===== src/rtl/uart_msg_assembler.sv =====
// Frames DATA_WIDTH UART words (LSB word first) into a MSG_WIDTH message split into header/payload.
// Optional inter-word timeout resynchronisation is built when UART_MSG_TIMEOUT_EN is defined.
module uart_msg_assembler #(
  parameter int DATA_WIDTH   = 8,
  parameter int MSG_WIDTH    = 64,
  parameter int HEADER_WIDTH = 8,
  parameter int TIMEOUT_CLKS = 200_000,
  localparam int WORDS       = MSG_WIDTH / DATA_WIDTH,
  localparam int CW          = $clog2(WORDS) + 1
) (
  input  logic                          clk,
  input  logic                          rst,
  input  logic [DATA_WIDTH-1:0]         in_data,
  input  logic                          in_valid,
  output logic                          in_ready,
  output logic [HEADER_WIDTH-1:0]       out_header,
  output logic [MSG_WIDTH-HEADER_WIDTH-1:0] out_payload,
  output logic                          out_valid,
  input  logic                          out_ready,
  output logic [CW-1:0]                 word_count,
  output logic                          overrun_err,
  output logic                          timeout_err
);

  generate
    if (MSG_WIDTH % DATA_WIDTH != 0) begin : g_bad_msg_width
      $error("MSG_WIDTH must be a multiple of DATA_WIDTH");
    end
    if (HEADER_WIDTH <= 0 || HEADER_WIDTH >= MSG_WIDTH) begin : g_bad_header_width
      $error("HEADER_WIDTH must satisfy 0 < HEADER_WIDTH < MSG_WIDTH");
    end
    if (TIMEOUT_CLKS < 1) begin : g_bad_timeout
      $error("TIMEOUT_CLKS must be at least 1");
    end
  endgenerate

  localparam logic [CW-1:0] LAST_IDX = CW'(WORDS - 1);
  localparam logic [CW-1:0] FULL_CNT = CW'(WORDS);

  typedef enum logic {COLLECT, HOLD} state_t;

  state_t               state;
  logic [MSG_WIDTH-1:0] msg;
  logic                 expire;

  assign in_ready    = (state == COLLECT) | out_ready;
  assign out_header  = msg[HEADER_WIDTH-1:0];
  assign out_payload = msg[MSG_WIDTH-1:HEADER_WIDTH];

`ifdef UART_MSG_TIMEOUT_EN
  localparam int TW = $clog2(TIMEOUT_CLKS + 1);
  logic [TW-1:0] timer;
  logic          timer_run;

  // Only a partially collected message can go stale; idle or held states never time out.
  assign timer_run = (state == COLLECT) && (word_count != '0);
  assign expire    = timer_run && (timer == TW'(TIMEOUT_CLKS));

  always_ff @(posedge clk or posedge rst) begin
    if (rst) begin
      timer       <= '0;
      timeout_err <= 1'b0;
    end else begin
      timeout_err <= expire;
      if (!timer_run || in_valid || expire)
        timer <= '0;
      else
        timer <= timer + 1'b1;
    end
  end
`else
  assign expire      = 1'b0;
  assign timeout_err = 1'b0;
`endif

  always_ff @(posedge clk or posedge rst) begin
    if (rst) begin
      state       <= COLLECT;
      msg         <= '0;
      word_count  <= '0;
      out_valid   <= 1'b0;
      overrun_err <= 1'b0;
    end else begin
      overrun_err <= in_valid & ~in_ready;
      case (state)
        COLLECT: begin
          // On expiry the stale partial message is dropped; a coincident word restarts framing.
          if (expire) begin
            word_count <= in_valid ? CW'(1) : '0;
            if (in_valid)
              msg[DATA_WIDTH-1:0] <= in_data;
          end else if (in_valid) begin
            for (int k = 0; k < WORDS; k++)
              if (word_count == CW'(k))
                msg[k*DATA_WIDTH +: DATA_WIDTH] <= in_data;
            if (word_count == LAST_IDX) begin
              state      <= HOLD;
              out_valid  <= 1'b1;
              word_count <= FULL_CNT;
            end else begin
              word_count <= word_count + 1'b1;
            end
          end
        end
        HOLD: begin
          if (out_ready) begin
            if (in_valid) begin
              msg[DATA_WIDTH-1:0] <= in_data;
              if (WORDS == 1) begin
                out_valid  <= 1'b1;
                word_count <= FULL_CNT;
              end else begin
                state      <= COLLECT;
                out_valid  <= 1'b0;
                word_count <= CW'(1);
              end
            end else begin
              state      <= COLLECT;
              out_valid  <= 1'b0;
              word_count <= '0;
            end
          end
        end
        default: state <= COLLECT;
      endcase
    end
  end

endmodule


===== config.mk =====
export PLATFORM = sky130hd
export DESIGN_NAME = uart_msg_assembler
export DESIGN_NICKNAME = d
export VERILOG_FILES = /design/src/rtl/uart_msg_assembler.sv
export SDC_FILE = /design/constraint.sdc
export NUM_CORES = 1
export LEC_CHECK = 0
export CAP_MARGIN = 20
export CELL_PAD_IN_SITES_DETAIL_PLACEMENT = 1
export CELL_PAD_IN_SITES_GLOBAL_PLACEMENT = 1
export CORE_MARGIN = 5
export CORE_UTILIZATION = 25
export DETAILED_ROUTE_END_ITERATION = 8
export PLACE_DENSITY = 0.69
export SLEW_MARGIN = 0
export SYNTH_ARGS = -nofsm -noshare
export SYNTH_HDL_FRONTEND = slang
export SYNTH_SLANG_ARGS = --single-unit
export TNS_END_PERCENT = 5

===== constraint.sdc =====
create_clock -name clk -period 2 [get_ports clk]
set_input_delay 0.3 -clock clk [delete_from_list [all_inputs] [get_ports clk]]
set_output_delay 0.3 -clock clk [all_outputs]
set_load 0.1 [all_outputs]

==> results by group <==
STA
  • Count of final max-slew check failures: 0
  • Hold slack: 0.4050 ns
  • Setup Skew: 0.003250 ns
  • Highest clock rate: 575.4 MHz
  • Unrepaired setup endpoints after global routing: false
  • Final setup viols: 0
  • Min Tclk post-route: 1.738 ns
  • Fin crit share: 86.90%
  • Final Hold Fails: 0
  • Fin worst setup slack: 0.2621 ns

Yosys
  • Mapped cell area: 2964 µm²
  • Yosys cell types: 28
  • Syn_area_per_cell: 16.20 µm²
  • Mapped Cells: 183
  • Top cell type's share of synthesized area: 59.94%
  • Post-synthesis register bit count: 71
  • Synthesis warning total: 0
  • Post-synth net total: 199
  • Top cells by area, synth: dfrtp_1 60%, mux2_2 15%, mux2_4 12%
  • Sequential fraction of the synthesis area: 59.94%
  • Synth area leader: dfrtp_1

Global route
  • First-pass GRT wire length: 12.43 mm
  • Largest net degree at the start of global routing: 72
  • GRT Total Usage: 11.50%
  • Antenna violations before repair: 0
  • GRT overflow: 0
  • Vias in the first global route: 2,129

Clock tree
  • Post-CTS sizing: 0
  • Clk root buf: clkbuf_16
  • Hold buffers post-CTS: 0
  • H-tree depth: 3
  • Clk pin slew, worst setup/hold paths: 0.05 ns
  • # Post-CTS Setup Buffers: 0
  • Total CTS buffers: 9
  • CTS max path bufs: 2
  • Clk_lat worst skew: 0.33 ns
  • CTS tree: built
  • Clock sinks: 71

Setup path
  • Critical path class: reg2reg
  • Worst Path Max Fanout: 9
  • Worst EP required: 2.22 ns
  • Crit end category: flip-flop
  • Critical path arrival: 1.95 ns
  • Critical path launch point type: flip-flop

Placed design
  • Post-DP HPWL: 5.423 mm
  • Port bufs: 82
  • Gpl congestion: 0.7019
  • Dpl ws: -0.008520 ns

Final layout
  • Final nets: 293
  • Layout cells sized above 1: 59.57%
  • Fillcell total: 1,213
  • Antenna Cells: 0
  • Area growth from synthesis to layout: 40.44%

Detailed routing
  • Vias: 1,869
  • Initial DRT Pass Iterations: 4
  • Final WL: 7.675 mm
  • Via density per instance: 4.398
  • Starting DRT DRC Count: 103
  • Post-DRT Antenna Nets: 0
  • WL/cell: 18.06 µm
  • DRC: 0

Run status
  • Status: complete, no violations

Floorplanning
  • Initial Utilization: 25.74%
  • Core ar.: 11,520 µm²
  • Die area: 14,130 µm²
  • Die Y: 118.9 µm
  • Die X: 118.9 µm
  • Row count: 39
  • IO Pins: 84

Flow run
  • Max-cap violations: 0

Worst hold path
  • Worst hold path class: in2async
-- sequential cells by signal, indices dropped and copies added (netlist names) --
name and count:
msg 64, word_count 4, out_valid 1, overrun_err 1
state 1
-- kinds of logic after synthesis --
group / share of synthesized area (%)
flops: 59.94
mux: 27.69
simple gates: 4.812
compound gates: 3.082
buf+inv: 2.659
fa+ha+maj: 1.689
other cells: 0.1265
-- through the flow --
stage / util (%) / instances / setup TNS (ns) / area [µm²]
after global routing: 36.15 / 425 / 0 / 4163
after floorplan: - / 183 / -3.020 / 2975
after detailed placement: 33.45 / 409 / -0.01189 / 3852
final: 36.15 / 425 / 0 / 4163
after global placement: 33.45 / 409 / 0 / 3852
after CTS: 36.15 / 425 / 0 / 4163
-- worst max-delay path: stages (launching register included) --
cell     delay, ns
dfrtp_4       0.47
inv_1         0.08
ha_1          0.23
nor4b_2       0.17
o21ai_2       0.14
buf_4         0.19
mux2_2        0.34
-- cell usage after synthesis --
cell type   n
a22o_1      2
conb_1      1
nor2b_2     1
a41oi_1     1
nand2b_1    2
nor2b_4     1
o21ai_2     1
o22ai_1     1
mux2_2     40
nor4bb_1    1
o21ai_0     2
buf_6       4
mux2i_1     1
nor4b_2     1
ha_1        4
a31oi_1     1
nor2_1      3
a21o_1      1
and3_1      3
nand3_2     4
buf_4       2
a21oi_1     2
dfrtp_1    71
a22oi_1     1
mux2_4     24
inv_1       5
and2_1      2
a211o_1     1
-- area by class of cell --
type | instances | area (µm²) | share of cell area, %
multi-input cells | 101 | 1109 | 26.63
inverters | 5 | 22.52 | 0.5410
well taps | 143 | 178.9 | 4.298
clock inverters | 4 | 53.80 | 1.292
flip-flops and latches | 71 | 1784 | 42.86
repair buffers | 89 | 758.2 | 18.21
clock buffers | 12 | 256.5 | 6.162
-- per-layer routing --
metal / part of all wire, % / up-vias / global-route usage [%] / wire [µm]
met5: 0 / - / 0 / 0
met2: 48 / 54 / 17.80 / 3684
met1: 44 / 965 / 14.35 / 3363
met3: 6.2 / 14 / 3.981 / 476
li1: - / 836 / - / -
met4: 2.0 / 0 / 5.648 / 150
-- path summary, 6_finish.rpt --
check / startpoint / end / slack (ns) / cells after the start
worst max-delay path: word_count[0]$_DFFE_PP0P_ / msg[2]$_DFFE_PP0P_ / 0.26 / 6
worst min-delay path: rst / overrun_err$_DFF_PP0_ / 0.40 / 3
worst max register to register: word_count[0]$_DFFE_PP0P_ / msg[2]$_DFFE_PP0P_ / 0.26 / 6
worst min register to register: msg[11]$_DFFE_PP0P_ / msg[11]$_DFFE_PP0P_ / 0.51 / 1
max in group asynchronous: rst / msg[8]$_DFFE_PP0P_ / 1.24 / 3
min in group clk: msg[11]$_DFFE_PP0P_ / msg[11]$_DFFE_PP0P_ / 0.51 / 1
-- layout by cell type (no fill, tap or decap), drive strengths merged, types with 3 or more instances in the layout --
| master | count |
|---|---|
| o21ai | 3 |
| dfrtp | 71 |
| ha | 4 |
| and3 | 3 |
| clkinvlp | 3 |
| buf | 78 |
| nand3 | 4 |
| inv | 4 |
| clkdlybuf4s50 | 11 |
| clkbuf | 12 |
| mux2 | 64 |
| nor2 | 3 |
Power is left out: the tool's default activity adds up to more than one toggle a clock period on the data nets, which glitch-free logic cannot reach.
==> RTL change, RTL diff (config.mk and constraints unchanged) <==
Change the parameter `MSG_WIDTH` from 64 to 32.
--- a/src/rtl/uart_msg_assembler.sv
+++ b/src/rtl/uart_msg_assembler.sv
@@ -4,3 +4,3 @@
   parameter int DATA_WIDTH   = 8,
-  parameter int MSG_WIDTH    = 64,
+  parameter int MSG_WIDTH    = 32,
   parameter int HEADER_WIDTH = 8,
Ports: changed (resized out_payload and word_count); port bits go from 84 to 51. No check against the original RTL was run, so the function may have changed too.
==> RTL change against the original RTL <==
  * Wire length is 49% lower
  * Setup slack worse by 0.028 ns
  * Sequential cell count is 33 lower
  * Sequential share of layout area is 1.3 points lower
  * Cell area is 45% lower
  * Clock skew is 0.0053 ns higher
  * Synthesized area is 45% lower
  * Global-route usage is 1.6 points lower
Power is not shown: default switching activity piles up to over one toggle a cycle in this logic, so the estimate is an artifact.
==> RTL change: results (changes against the original RTL) <==
[metrics] data arrival time at the worst-slack endpoint: 1.47 ns (-0.48 ns)
[metrics] standard cell with the maximum stage delay on the critical path: sky130_fd_sc_hd__dfrtp_1
[metrics] DR iter-0 viols: 12 (-88%)
[metrics] maximum fanout count along the critical path: 10 (+1)
[metrics] met2 Resource Use GR: 17.3% (-0.49 points)
[metrics] status: finished, final reports clean
[metrics] HPWL after detailed placement: 2980 µm (-45%)
[metrics] Non-Filler Instances: 244 (-43%)
[metrics] iteration count of the initial detailed-routing pass: 3 (-1)
[metrics] worst hold slack: 0.435 ns (+0.0302 ns)
[metrics] Cells after DPL: 236 (-42%)
[metrics] M1 WL: 1530 µm (-55%)
[metrics] largest registers: msg x32, word_count x3
[metrics] net count after synthesis: 125 (-37%)
[metrics] maximum number of pins on one net before global-route repair: 39 (-46%)
[metrics] final weighted congestion of routability-driven global placement: 0.766 (+9.1%)
[metrics] post-detailed-routing wire length: 3910 µm (-49%)
[metrics] Filler Cells Inserted: 703 (-42%)
[metrics] leading post-synthesis cells by cell area: sky130_fd_sc_hd__dfrtp_1 59%, sky130_fd_sc_hd__mux2_2 22%, sky130_fd_sc_hd__ha_1 3.9%, sky130_fd_sc_hd__nor3b_4 2.3%, sky130_fd_sc_hd__a31oi_4 1.3%
[metrics] Final #Nets: 183 (-38%)
[metrics] maximum clock frequency: 0.566 GHz (-1.6%)
[metrics] CTS root buffer: sky130_fd_sc_hd__clkbuf_8
[metrics] clock-pin slew on the worst setup and hold paths: 0.08 ns (+0.03 ns)
[metrics] total CTS buffers: 5 (-4)
[metrics] total length of routed met2 wires: 2150 µm (-42%)
[metrics] skew final: 0.00856 ns (+0.00531 ns)
[metrics] worst stage delay on the critical path: 0.54 ns (+0.07 ns)
[metrics] fraction of met3 tracks used by global routing: 2.75% (-1.2 points)
[metrics] portion of the post-synthesis area used by sequential elements: 58.7% (-1.3 points)
[metrics] met3 WL: 186 µm (-61%)
-- RTL change: changes by cell type in the layout (fill, tap and decap cells not counted), sizes merged, moves of 4 or more --
cell | unedited run | this run
buf | 78 | 44
dfrtp | 71 | 38
mux2 | 64 | 32
clkbuf | 12 | 6
nand2 | 0 | 4
nand3 | 4 | 0
-- RTL change: layout make-up --
type / count / share of cell area [%]
clock buffers: 6 / 3.59
clock inverters: 2 / 2.61
inverters: 5 / 0.817
multi-input cells: 61 / 27.0
flip-flops and latches: 38 / 41.6
well taps: 77 / 4.19
repair buffers: 55 / 20.3
-- RTL change: logic make-up (layout without fill, tap and decap cells) --
kind of cell               after synthesis  after routing  synth area share, %
buffers and inverters                    9             68                 3.09
adders and majority gates                5              5                 3.86
AOI/OAI and AO/OA                        6              6                 3.09
and+or+nand+nor                         16             16                 8.18
muxes                                   33             33                 22.9
other                                    1              1                0.231
DFF                                     38             38                 58.7
